==> src/rtl/mult_div_pkg.sv <==
// Shared opcode encodings and FSM state type for the iterative multiply/divide unit.
package mult_div_pkg;

  localparam logic [1:0] OP_MULTU = 2'b00;
  localparam logic [1:0] OP_MULT  = 2'b01;
  localparam logic [1:0] OP_DIVU  = 2'b10;
  localparam logic [1:0] OP_DIV   = 2'b11;

  typedef enum logic [1:0] {
    IDLE = 2'b00,
    CALC = 2'b01,
    FIX  = 2'b10
  } state_t;

endpackage

==> src/rtl/mult_div_step.sv <==
// One radix-2 iteration: shift-add for multiply, restoring shift-subtract for divide.
module mult_div_step
  import mult_div_pkg::*;
#(
  parameter int DATA_WIDTH = 32
) (
  input  logic                    isDiv,
  input  logic [2*DATA_WIDTH-1:0] accum,
  input  logic [DATA_WIDTH-1:0]   mag,
  output logic [2*DATA_WIDTH-1:0] nextAccum
);

  localparam int W = DATA_WIDTH;

  logic [W:0]   addend_s;
  logic [W:0]   sum_s;
  logic [W:0]   shifted_s;
  logic         geq_s;
  logic [W-1:0] remNext_s;

  // Divide keeps {remainder, quotient/dividend}; multiply keeps {partial product, multiplier}.
  always_comb begin
    addend_s  = accum[0] ? {1'b0, mag} : {(W+1){1'b0}};
    sum_s     = {1'b0, accum[2*W-1:W]} + addend_s;
    shifted_s = accum[2*W-1:W-1];
    geq_s     = (shifted_s >= {1'b0, mag});
    // Remainder stays below the divisor, so the difference always fits in W bits.
    if (geq_s) begin
      remNext_s = W'(shifted_s - {1'b0, mag});
    end else begin
      remNext_s = shifted_s[W-1:0];
    end
    if (isDiv) begin
      nextAccum = {remNext_s, accum[W-2:0], geq_s};
    end else begin
      nextAccum = {sum_s, accum[W-1:1]};
    end
  end

endmodule

==> src/rtl/mult_div_unit.sv <==
// Iterative MULT/MULTU/DIV/DIVU unit with architectural HI/LO registers.
module mult_div_unit
  import mult_div_pkg::*;
#(
  parameter int DATA_WIDTH = 32,
  parameter int CNT_WIDTH  = $clog2(DATA_WIDTH) + 1
) (
  input  logic                  clk,
  input  logic                  reset,
  input  logic                  in_Start,
  input  logic [1:0]            in_Op_2,
  input  logic [DATA_WIDTH-1:0] in_A_dw,
  input  logic [DATA_WIDTH-1:0] in_B_dw,
  input  logic                  in_WriteHi,
  input  logic                  in_WriteLo,
  input  logic [DATA_WIDTH-1:0] in_WriteData_dw,
  output logic                  o_Busy,
  output logic                  o_Done,
  output logic [DATA_WIDTH-1:0] o_Hi_dw,
  output logic [DATA_WIDTH-1:0] o_Lo_dw
);

  localparam int W = DATA_WIDTH;

  state_t               state_r;
  logic [CNT_WIDTH-1:0] cnt_r;
  logic                 isDiv_r;
  logic                 signA_r;
  logic                 signB_r;
  logic [W-1:0]         magA_r;
  logic [W-1:0]         magB_r;
  logic [W-1:0]         aRaw_r;
  logic [2*W-1:0]       accum_r;

  logic                 startSignA_s;
  logic                 startSignB_s;
  logic [W-1:0]         startMagA_s;
  logic [W-1:0]         startMagB_s;
  logic [W-1:0]         stepMag_s;
  logic [2*W-1:0]       nextAccum_s;
  logic [2*W-1:0]       product_s;
  logic [W-1:0]         quo_s;
  logic [W-1:0]         rem_s;
  logic [W-1:0]         hiRes_s;
  logic [W-1:0]         loRes_s;

  // Operand signs only matter for the signed opcodes (opcode bit 0 set).
  always_comb begin
    startSignA_s = in_Op_2[0] & in_A_dw[W-1];
    startSignB_s = in_Op_2[0] & in_B_dw[W-1];
    startMagA_s  = startSignA_s ? -in_A_dw : in_A_dw;
    startMagB_s  = startSignB_s ? -in_B_dw : in_B_dw;
    stepMag_s    = isDiv_r ? magB_r : magA_r;
  end

  mult_div_step #(
    .DATA_WIDTH(W)
  ) uStep (
    .isDiv    (isDiv_r),
    .accum    (accum_r),
    .mag      (stepMag_s),
    .nextAccum(nextAccum_s)
  );

  // Sign correction of the magnitude result, plus the divide-by-zero convention.
  always_comb begin
    product_s = (signA_r ^ signB_r) ? -accum_r : accum_r;
    quo_s     = accum_r[W-1:0];
    rem_s     = accum_r[2*W-1:W];
    hiRes_s   = product_s[2*W-1:W];
    loRes_s   = product_s[W-1:0];
    if (isDiv_r) begin
      if (magB_r == {W{1'b0}}) begin
        hiRes_s = aRaw_r;
        loRes_s = {W{1'b1}};
      end else begin
        hiRes_s = signA_r ? -rem_s : rem_s;
        loRes_s = (signA_r ^ signB_r) ? -quo_s : quo_s;
      end
    end else begin
      hiRes_s = product_s[2*W-1:W];
      loRes_s = product_s[W-1:0];
    end
  end

  // Control FSM, iteration datapath and the HI/LO architectural registers.
  always_ff @(posedge clk) begin
    if (reset) begin
      state_r <= IDLE;
      cnt_r   <= {CNT_WIDTH{1'b0}};
      isDiv_r <= 1'b0;
      signA_r <= 1'b0;
      signB_r <= 1'b0;
      magA_r  <= {W{1'b0}};
      magB_r  <= {W{1'b0}};
      aRaw_r  <= {W{1'b0}};
      accum_r <= {(2*W){1'b0}};
      o_Busy  <= 1'b0;
      o_Done  <= 1'b0;
      o_Hi_dw <= {W{1'b0}};
      o_Lo_dw <= {W{1'b0}};
    end else begin
      case (state_r)
        IDLE: begin
          o_Done <= 1'b0;
          if (in_WriteHi) o_Hi_dw <= in_WriteData_dw;
          if (in_WriteLo) o_Lo_dw <= in_WriteData_dw;
          if (in_Start) begin
            state_r <= CALC;
            cnt_r   <= {CNT_WIDTH{1'b0}};
            isDiv_r <= in_Op_2[1];
            signA_r <= startSignA_s;
            signB_r <= startSignB_s;
            magA_r  <= startMagA_s;
            magB_r  <= startMagB_s;
            aRaw_r  <= in_A_dw;
            accum_r <= in_Op_2[1] ? {{W{1'b0}}, startMagA_s} : {{W{1'b0}}, startMagB_s};
            o_Busy  <= 1'b1;
          end
        end
        CALC: begin
          accum_r <= nextAccum_s;
          cnt_r   <= cnt_r + CNT_WIDTH'(1);
          if (cnt_r == CNT_WIDTH'(W - 1)) state_r <= FIX;
        end
        FIX: begin
          o_Hi_dw <= hiRes_s;
          o_Lo_dw <= loRes_s;
          o_Done  <= 1'b1;
          o_Busy  <= 1'b0;
          state_r <= IDLE;
        end
        default: begin
          state_r <= IDLE;
          o_Busy  <= 1'b0;
          o_Done  <= 1'b0;
        end
      endcase
    end
  end

endmodule

==> config.mk <==
export PLATFORM = sky130hd
export DESIGN_NAME = mult_div_unit
export DESIGN_NICKNAME = d
export VERILOG_FILES = /design/src/rtl/mult_div_pkg.sv /design/src/rtl/mult_div_step.sv /design/src/rtl/mult_div_unit.sv
export SDC_FILE = /design/constraint.sdc
export NUM_CORES = 1
export LEC_CHECK = 0
export BUFFER_PORTS_ARGS = -buffer_cell sky130_fd_sc_hd__buf_4
export CAP_MARGIN = 20
export CORE_MARGIN = 2
export CORE_UTILIZATION = 55
export DETAILED_ROUTE_END_ITERATION = 12
export GPL_ROUTABILITY_DRIVEN = 0
export PLACE_DENSITY = 0.78
export RECOVER_POWER = 50
export SLEW_MARGIN = 15
export SYNTH_ARGS = -nofsm -noshare
export SYNTH_HDL_FRONTEND = slang
export SYNTH_SLANG_ARGS = --single-unit
==> constraint.sdc <==
create_clock -name clk -period 4.3 [get_ports clk]
set_clock_uncertainty 0.05 [all_clocks]
set_input_delay 0.645 -clock clk [delete_from_list [all_inputs] [get_ports clk]]
set_output_delay 0.645 -clock clk [all_outputs]
set_load 0.01 [all_outputs]
==> run summary <==
The flow ran to the end, but the final reports show violations. The checks that failed: capacitance limit, slew limit. The share of the synthesized area in the top cell type is 26.82%. The post-layout instance area is 0.01990 sq mm. The number of DRC markers after the initial detailed-route iteration is 2,921. The startpoint class of the critical path is a register. The number of hold buffers added after CTS is 0. The number of gates resized after CTS is 0. The total global-route track usage is 38.30%. The worst hold path passes through 3 cells.

The total half-perimeter wirelength after legalization and detailed placement is 50,440 microns. The number of pins with negative max-slew slack in the final report is 167. The floorplan has 65 rows. The total wirelength of the detailed-routed design is 66,290 microns. The signal arrival time at the worst endpoint came out at 4410 ps. The setup fix buffers added after clock tree synthesis is 0. The placed instances occupy a cell area of 0.01917 sq mm. For this design the static power due to leakage is 7.762 nW. The number of nets with antenna violations after detailed routing is 0. Across all layers, the routed design uses 19,290 vias. In this run the worst hold path is classified as primary input to register.

The post-layout minimum cycle time came out at 4009 ps. In this run the critical register-to-register path is launched from isDiv_r. Setup violations remaining at the end of the flow were counted as 0. The critical path is of the register to register type. The number of nets in the synthesized netlist is 2,532. The area of the core is 0.03156 sq mm. The antenna diode count is 0. In this run the deepest clock path goes through 3 buffers. The most used flip-flop cell after synthesis is dfxtp_1.

After synthesis, the netlist uses 78 different library cells. The startpoint identified for the worst hold timing path is in_A_dw[22]. The sequential-to-total area share from yosys stat came out at 26.82%. The highest clock frequency the design can meet came out at 0.2494 GHz.

The endpoint of the lowest-slack register-to-register path is accum_r[33]. The buffer and inverter count on the worst path is 2. The synthesis warning total is 0. The initial antenna violation count is 2. Of all nets on the critical path, the largest fanout is 21. The cell sitting at the root of the clock tree is a clkbuf_16. The number of synthesized flops with an enable pin is 0. The worst IR drop on VDD came out at 0.3520 mV. The normalized max-slew margin is -59.85%. The flip-flop and latch area is 0.004728 sq mm. The layout cell share with drive strength beyond 1 is 9.967%. The leftover overflow at the end of global routing came out at 0.

The number of hold violations in the final report is 0. The sum of negative setup slack is 0 ps. The number of cells traversed by the worst register-to-register path came out at 13. The floorplan step set the die width to 183.0 microns. 169 I/O pins were placed.

The ratio of final minimum period to clock period is 93.23%. The capturing element type of the critical path is a register. The power density relative to cell area is 345.9 mW/mm^2. The tool flagged a number of max-cap violations equal to 3. The final net count is 2,603.

The cell count after synthesis is 2,358. In this run the tool buffered the top-level ports with 168 buffer cells. The register bit count reported by yosys came out at 236. The count of H-tree levels built during CTS is 1. The number of fillers in the final layout is 2,805.

The first-pass detailed-route iteration total is 8. The biggest area contributor in the post-synthesis netlist is dfxtp_1. The fraction of synthesis flops using an asynchronous set or reset pin is 0%. The largest individual stage delay along the critical path comes from the cell o31ai_4. The via count of the first global-routing pass came out at 17,560.

In this run the vertical extent of the chip is 183.0 microns. The initial core utilization came out at 55.83%. The slew of the pin with the lowest slew margin is 2392 ps. The post-synth design cell area came out at 0.01762 sq mm. In the final layout, the multi-input gates occupy 0.01207 sq mm. Setup slack on the worst reg-to-reg path comes out at 290 ps. Setup repair after global routing left no endpoint under its margin.

The routed wirelength normalized by instance count is 23.26 microns. On the worst path, the slowest cell contributes a delay of 590 ps. Clock tree synthesis found a total of 236 sinks. The total CTS buffers is 27. The clock slew seen by the registers of the worst setup and hold paths is 70 ps.

The post-detailed-route via-to-cell ratio is 6.768. The final routed DRC violation total is 0. TritonCTS built the clock tree. The layout overhead on the synthesized area came out at 12.93%.

The total power after layout came out at 6.882 mW. The synthesized area per cell came out at 7.471 sq um. The kind of cell adding the most delay to the critical path is compound AO/OA/AOI/OAI gates. The floorplan step defined a die boundary enclosing 0.03348 sq mm. The signal on the critical path passes through buf_4 > mux2i_1 > ha_1 > a21o_1 > a31oi_1 > o31ai_1 > a311o_1 > a31oi_1 > o31ai_4 > buf_4 > mux2i_1 > nor2_1 > a221o_1. Entering global routing, the biggest net connects 78 pins.

The worst-case hold path end point is aRaw_r[22]. By area the synthesized netlist is led by dfxtp_1 (27%), a21oi_1 (6.7%), nand2_1 (5.8%), nor2_1 (5.8%), mux2i_1 (5.3%). The commonest cells after synthesis are nand2_1 (273), nor2_1 (273), dfxtp_1 (236), a21oi_1 (235), clkbuf_1 (149). The wire length of the first global-routing pass came out at 100,800 microns. The clock latency on the worst-skew pair came out at 570 ps. Cells fill 63.05% of the core in the end. For the worst setup path, the data required time is 4700 ps.
layout by cell type (no fill, tap or decap), types with 37 or more instances in the layout:
| master | count |
|---|---|
| nor3_1 | 56 |
| clkbuf_1 | 69 |
| dfxtp_1 | 235 |
| ha_1 | 69 |
| xnor2_1 | 106 |
| nand3_1 | 37 |
| nand2_1 | 273 |
| xor2_1 | 88 |
| mux2i_1 | 94 |
| o21ai_0 | 126 |
| nor2_1 | 272 |
| a211oi_1 | 96 |
| a21oi_1 | 235 |
| buf_4 | 154 |
flip-flops by register name (all words and copies together) (netlist names):
signal   count
aRaw_r      31
signB_r      1
magB_r      32
cnt_r        6
o_Hi_dw     32
o_Lo_dw     32
o_Busy       1
isDiv_r      1
o_Done       1
state_r      2
magA_r      32
signA_r      1
accum_r     64
cell type report:
class                      instances  share of cell area [%]
timing repair buffer             226                   7.352
inverter                          33                  0.6226
clock inverter                    17                   1.365
clock buffer                      31                   3.679
tap                              402                   2.528
sequential                       236                   23.77
multi-input combinational       1905                   60.69
per-stage QoR:
stage | std cells | hold slack, ps | worst slack [ps]
final | 2850 | 305.3 | 291.1
after global routing | 2850 | 304.2 | 73.69
after CTS | 2850 | 297.5 | 416.6
after detailed placement | 2802 | 383.0 | 423.3
after global placement | 2801 | 379.3 | 524.1
after floorplan | 2358 | 383.2 | 212.6
cell families after synthesis:
| kind of cell | Yosys count | share of synthesized area [%] |
|---|---|---|
| muxes | 97 | 5.533 |
| and+or+nand+nor | 802 | 20.92 |
| buffers and inverters | 217 | 4.893 |
| DFF | 236 | 26.82 |
| AOI/OAI and AO/OA | 739 | 26.96 |
| xor gates and xnor gates | 196 | 9.744 |
| adders and majority gates | 71 | 5.128 |
where the power goes:
part	total [mW]	leakage, nW	switching, mW	internal, mW
combinational	1.73	5.34	1.10	0.634
clock	2.63	0.480	1.04	1.59
sequential	2.52	1.94	0.189	2.33
total	6.88	7.76	2.33	4.55
worst min-delay path, stage by stage:
cell	delay, ps
buf_4	130
nand2_1	50
a21oi_1	50
how the worst max path moves through the flow:
stage	start	end	cells after the start
after floorplan	isDiv_r	accum_r[61]	16
after global placement	isDiv_r	accum_r[33]	13
after detailed placement	isDiv_r	accum_r[33]	13
after CTS	isDiv_r	accum_r[33]	13
after global routing	isDiv_r	accum_r[33]	13
final	isDiv_r	accum_r[33]	13
routing by layer:
metal	track usage, %	wire length (microns)
met5	0	27
met4	19.74	4007
met3	10.70	9027
met2	56.26	27550
met1	51.20	25670
Power figures use the tool's default switching activity.
